===== config.mk =====
export PLATFORM = sky130hd
export DESIGN_NAME = exec_result_stage
export DESIGN_NICKNAME = d
export VERILOG_FILES = /design/src/rtl/exec_result_stage.sv
export SDC_FILE = /design/constraint.sdc
export NUM_CORES = 1
export LEC_CHECK = 0
export ABC_AREA = 1
export ABC_CLOCK_PERIOD_IN_PS = 2050
export BUFFER_PORTS_ARGS = -buffer_cell sky130_fd_sc_hd__buf_2
export CELL_PAD_IN_SITES_DETAIL_PLACEMENT = 0
export CELL_PAD_IN_SITES_GLOBAL_PLACEMENT = 1
export CORE_MARGIN = 4
export CORE_UTILIZATION = 45
export CTS_BUF_LIST = sky130_fd_sc_hd__clkbuf_4 sky130_fd_sc_hd__clkbuf_8
export CTS_CLUSTER_SIZE = 16
export DETAILED_ROUTE_END_ITERATION = 8
export PLACE_DENSITY = 0.9
export SYNTH_ARGS = -nofsm -noshare
export SYNTH_HDL_FRONTEND = slang
export SYNTH_SLANG_ARGS = --single-unit

===== constraint.sdc =====
create_clock -name clk_i -period 2.05 [get_ports clk_i]
set_input_delay 0.41 -clock clk_i [delete_from_list [all_inputs] [get_ports clk_i]]
set_output_delay 0.41 -clock clk_i [all_outputs]
set_load 0.005 [all_outputs]

===== src/rtl/exec_result_stage.sv =====
// Execute-to-memory result stage: two-entry skid buffer carrying ALU results with Z/N
// computed at capture, plus the architectural NZCV register updated as results retire.
module exec_result_stage #(
    parameter int unsigned REGISTER_LENGTH = 64,
    parameter int unsigned RD_WIDTH        = 5
) (
    input  logic                       clk_i,
    input  logic                       reset_n_i,
    input  logic                       in_valid_i,
    output logic                       in_ready_o,
    input  logic [REGISTER_LENGTH-1:0] result_i,
    input  logic [RD_WIDTH-1:0]        rd_i,
    input  logic                       set_flags_i,
    input  logic                       carry_i,
    input  logic                       overflow_i,
    input  logic                       flush_i,
    output logic                       out_valid_o,
    input  logic                       out_ready_i,
    output logic [REGISTER_LENGTH-1:0] result_o,
    output logic [RD_WIDTH-1:0]        rd_o,
    output logic                       set_flags_o,
    output logic                       zero_o,
    output logic                       negative_o,
    output logic [3:0]                 nzcv_o
);

    typedef struct packed {
        logic [REGISTER_LENGTH-1:0] result;
        logic [RD_WIDTH-1:0]        rd;
        logic                       set_flags;
        logic                       z;
        logic                       n;
        logic                       c;
        logic                       v;
    } entry_t;

    entry_t     in_entry;
    entry_t     head, head_d;
    entry_t     skid, skid_d;
    logic       head_valid, head_valid_d;
    logic       skid_valid, skid_valid_d;
    logic [3:0] nzcv, nzcv_d;
    logic       in_xfer;
    logic       out_xfer;

    // C/V only carry meaning for flag-setting instructions; store zero otherwise.
    always_comb begin
        in_entry.result    = result_i;
        in_entry.rd        = rd_i;
        in_entry.set_flags = set_flags_i;
        in_entry.z         = (result_i == '0);
        in_entry.n         = result_i[REGISTER_LENGTH-1];
        in_entry.c         = set_flags_i & carry_i;
        in_entry.v         = set_flags_i & overflow_i;
    end

    // Ready depends only on registered state, never on out_ready_i.
    assign in_ready_o = ~skid_valid;
    assign in_xfer    = in_valid_i & in_ready_o;
    assign out_xfer   = head_valid & out_ready_i;

    always_comb begin
        head_d       = head;
        skid_d       = skid;
        head_valid_d = head_valid;
        skid_valid_d = skid_valid;
        nzcv_d       = nzcv;

        // A retiring entry updates flags even in a flush cycle: downstream has consumed it.
        if (out_xfer && head.set_flags) begin
            nzcv_d = {head.n, head.z, head.c, head.v};
        end

        if (flush_i) begin
            head_valid_d = 1'b0;
            skid_valid_d = 1'b0;
        end else if (out_xfer) begin
            if (skid_valid) begin
                head_d       = skid;
                skid_valid_d = 1'b0;
            end else if (in_xfer) begin
                head_d = in_entry;
            end else begin
                head_valid_d = 1'b0;
            end
        end else if (in_xfer) begin
            if (!head_valid) begin
                head_d       = in_entry;
                head_valid_d = 1'b1;
            end else begin
                skid_d       = in_entry;
                skid_valid_d = 1'b1;
            end
        end
    end

    always_ff @(posedge clk_i or negedge reset_n_i) begin
        if (!reset_n_i) begin
            head       <= '0;
            skid       <= '0;
            head_valid <= 1'b0;
            skid_valid <= 1'b0;
            nzcv       <= 4'b0000;
        end else begin
            head       <= head_d;
            skid       <= skid_d;
            head_valid <= head_valid_d;
            skid_valid <= skid_valid_d;
            nzcv       <= nzcv_d;
        end
    end

    assign out_valid_o = head_valid;
    assign result_o    = head.result;
    assign rd_o        = head.rd;
    assign set_flags_o = head.set_flags;
    assign zero_o      = head.z;
    assign negative_o  = head.n;
    assign nzcv_o      = nzcv;

endmodule


## Yosys cells after proc, flatten, opt, wreduce, memory -nomap -nowiden

Cells that the tools add are included.

| word-level totals | value |
|---|---|
| input bits | 77 |
| word-level logic and storage cells | 51 |
| register bits | 154 |

| operators by class | value |
|---|---|
| reduce and logical (&&, ||, !) cells | 10 |
| muxes and demuxes | 14 |
| bitwise gates (word level) | 7 |
| equal/unequal tests | 3 |

Operator list:

| kind | number |
|---|---|
| $mux W74 | 5 |
| $logic_not A64 Y1 | 1 |
| $mux W1 | 9 |
| $reduce_and A4 Y1 | 2 |
| $ne A3 B3 Y1 const B | 2 |
| $reduce_bool A3 Y1 | 2 |
| $and A1 B1 Y1 | 4 |
| $reduce_bool A2 Y1 | 2 |
| $not A1 Y1 | 3 |
| $reduce_and A3 Y1 | 1 |
| $ne A2 B1 Y1 const B | 1 |
| $reduce_and A2 Y1 | 1 |
| $logic_and A1 B1 Y1 | 1 |

## Longest topological paths before layout

| depth | value |
|---|---|
| depth after elaboration | 6 |
| gate-level depth with buffers | 9 |
| mapped depth without buffers | 9 |

## Least setup slack after synthesis

Ideal clock, no wire load.

| timing | value |
|---|---|
| path kind | input-to-reg |
| from | input flush_i |
| to | register skid[66] (netlist bit) |
| library setup time | 120 ps |
| cell stages on the path | 7 |
| slack | 617 ps |
| buffers on the path | 2 |
| required time | 1930 ps |
| data arrival time | 1312 ps |
| cells stage by stage | inv_1 -> nand3_2 -> or3_4 -> buf_6 -> buf_6 -> nor2_1 -> a21oi_1 |

| on the way | value |
|---|---|
| word-level cells in the longest chain between the ends | 2 |

Ends and longest elaborated chain:

| item | RTL line | RTL |
|---|---|---|
| from (decl) | 16 | `input logic flush_i,` |
| $not A1 Y1 (no source line) | n/a |  |
| $reduce_and A4 Y1 (no source line) | n/a |  |
| to (signal assigned) | 106 | `skid <= skid_d;` |
| to (decl) | 39 | `entry_t skid, skid_d;` |

No other way between the ends.
A chain may end at the register's enable or synchronous reset.

## Worst setup path in the final report

| timing | value |
|---|---|
| from | register skid_valid |
| to | register skid[19] (netlist bit) |

| on the way | value |
|---|---|
| word-level cells in the longest chain between the ends | 3 |

Ends and longest elaborated chain:

| item | RTL line | RTL |
|---|---|---|
| from (decl) | 41 | `logic skid_valid, skid_valid_d;` |
| from (signal assigned) | 108 | `skid_valid <= skid_valid_d;` |
| $not A1 Y1 | 58 | `assign in_ready_o = ~skid_valid;` |
| $and A1 B1 Y1 | 59 | `assign in_xfer = in_valid_i & in_ready_o;` |
| $reduce_and A4 Y1 (no source line) | n/a |  |

No other way between the ends.

==> impl_metrics.tcl <==
set metrics [dict create \
    run_status "finished clean" \
    setup_tns_ps 0 \
    yosysSeqAreaShare 0.525 \
    crit_type "reg -> reg" \
    synth_cells 866 \
    first_global_vias 4892 \
    ys_ff_latch 152 \
    maxSlewHeadroom 0.579 \
    numClockSinks 152 \
    startpoint "skid_valid" \
    port-buffer-count 154 \
    mostFrequentLayoutCell "nand2_1" \
    max_freq_ghz 0.608 \
    post-synth-top-area-fraction 0.525 \
    vias 5371 \
    grt-ovfl-total 0 \
    period_share 0.803 \
    n_antenna_cell 0 \
    cts_tree "done" \
    critPathRequiredTime_ps 2360 \
    crit_path_start_kind "register" \
    grt_max_degree 148 \
    cap_violations 0 \
    place_ws_ps 322 \
    num_io_pins 155 \
    htreeDepth 4 \
    drt-initial-drc-count 275 \
    cp.arrival_ps 1960 \
    clk_latency_ps 450 \
    area_growth_pct 10.2 \
    die-area_sq_mm 0.0182 \
    hp-class "in -> reg" \
    cts_made_buffers 17 \
    cts_root_buf "clkbuf_8" \
    skew_ps 13.5 \
    p_per_area_mw_per_mm2 934 \
    synth_cell_types 21 \
    whs_ps 226 \
    yosys.area.top_type "dfrtp_1" \
    final_cell_mix "nand2_1 (205), buf_2 (153), dfrtp_1 (152)" \
    r2r-end "skid[19]" \
    setup_slack_ps 404 \
    rsz0062_at_grt "no" \
    worst-r2r-setup-slack_ps 400 \
    final_nets 1011 \
    endpoint_kind "register" \
    antenna_found_initial 0 \
    hold_violations 0 \
    routabilityCongestion 0.753 \
    grt_use_total 0.167 \
    core_sq_mm 0.0158 \
    slew_viol_final 0 \
    tightest_slew_ps 631 \
    vdd_drop_max_v 0.000369 \
    cts.clk_slew.worst_paths_ps 80 \
    dpl.hpwl_microns 9970 \
    setup_viol 0 \
    synthesis.nets 943 \
    rr_worst_depth 6 \
    utilization 0.505 \
    drc_errors 0 \
    grt_pass1_wl_microns 24300 \
    yosys_warnings 0 \
    netlist_area_sq_mm 0.00725 \
    ctsHoldBuffers 1 \
    num_rows 46 \
    drive_gt1_frac 0.219 \
    yosys-top-cells-area "dfrtp_1 (52%), nand2_1 (11%), buf_4 (7.7%), o21ai_0 (6.3%), o21ai_1 (5.9%)" \
    hold_start "rd_i[4]" \
    timing.rr.start "skid_valid" \
    avgViaCountPerCell 4.63 \
    drt_pass1_iterations 4 \
    wl_per_cell_microns 12.9 \
    crit_end "skid[19]" \
    routed_wl_microns 15000 \
    fin_crit_ps 1650 \
    cts_setup_buffers 0 \
    die_h_microns 135 \
    fp.dieW_microns 135 \
    cts_resized 0 \
    p_leak_nw 4.17 \
    start_util 0.458 \
    postRouteAntennaNets 0 \
    cts_buffer_depth 2 \
    avgSynthCellArea_sq_um 8.37 \
    crit_fanout 147 \
]
## cells by family after synthesis
logic type	count (synthesis)	share of synthesized area
simple gates	294	0.156
flops	152	0.525
mux	3	0.00466
buf+inv	193	0.157
compound gates	224	0.158
## cell type report
class	instances	area, sq um
clock buffers	22	290
clock inverters	8	73.8
fillers	1568	7840
inverters	78	293
multi-input cells	521	2310
flip-flops and latches	152	3800
well taps	216	270
repair buffers	164	942
## flip-flops by register name, summed over array words and instances, names as in the netlist
signal	cells
skid	73
result_o	63
rd_o	5
nzcv_o	4
head	2
negative_o	1
out_valid_o	1
set_flags_o	1
skid_valid	1
zero_o	1
## report_power, final
part	total [mW]	internal [mW]	switching (mW)
Combinational	1.36	0.607	0.748
Clock	2.15	1.06	1.08
Sequential	3.95	3.66	0.293
Total	7.46	5.33	2.13
## worst max-delay path: stages (launching register included)
cell	delay [ps]
dfrtp_1	400
inv_2	100
nand3_2	80
or3_4	350
buf_12	250
nand2_1	170
o21ai_2	60
## per-layer routing
layer / share of wire / track usage / vias up
met1: 0.48 / 0.233 / 2432
met5: 0 / 0 / -
li1: - / - / 2811
met4: 0.018 / 0.0617 / 0
met2: 0.46 / 0.255 / 108
met3: 0.048 / 0.0387 / 20
## cell usage after synthesis
library cell and number:
clkbuf_1 16, buf_2 7, buf_6 17, o211ai_1 1
a21oi_1 41, o21ai_0 91, buf_1 1, nand3_1 2
nand2_2 1, nand2_1 205, nor2_1 83, mux2_2 3
o21ai_1 86, nor2_4 1, inv_1 76, o21ai_2 5
inv_2 2, buf_4 74, or3_4 1, nand3_2 1
dfrtp_1 152
## how the worst min path moves through the flow
stage,endpoint,slack [ps],cells past startpoint
after global placement,skid[54],360,1
final,skid[9],230,3
after global routing,skid[30],210,3
after detailed placement,result_o[44],360,1
after floorplan,head[0],110,0
after CTS,skid[27],190,3
## stage by stage
stage	area, sq um	cells	power [mW]
final	7990	1161	7.46
after global placement	7610	1130	5.34
after floorplan	7250	866	5.07
after global routing	7990	1161	7.97
after detailed placement	7610	1130	5.40
after CTS	7990	1161	7.56
Note: power is estimated with default switching activity, not from simulation.
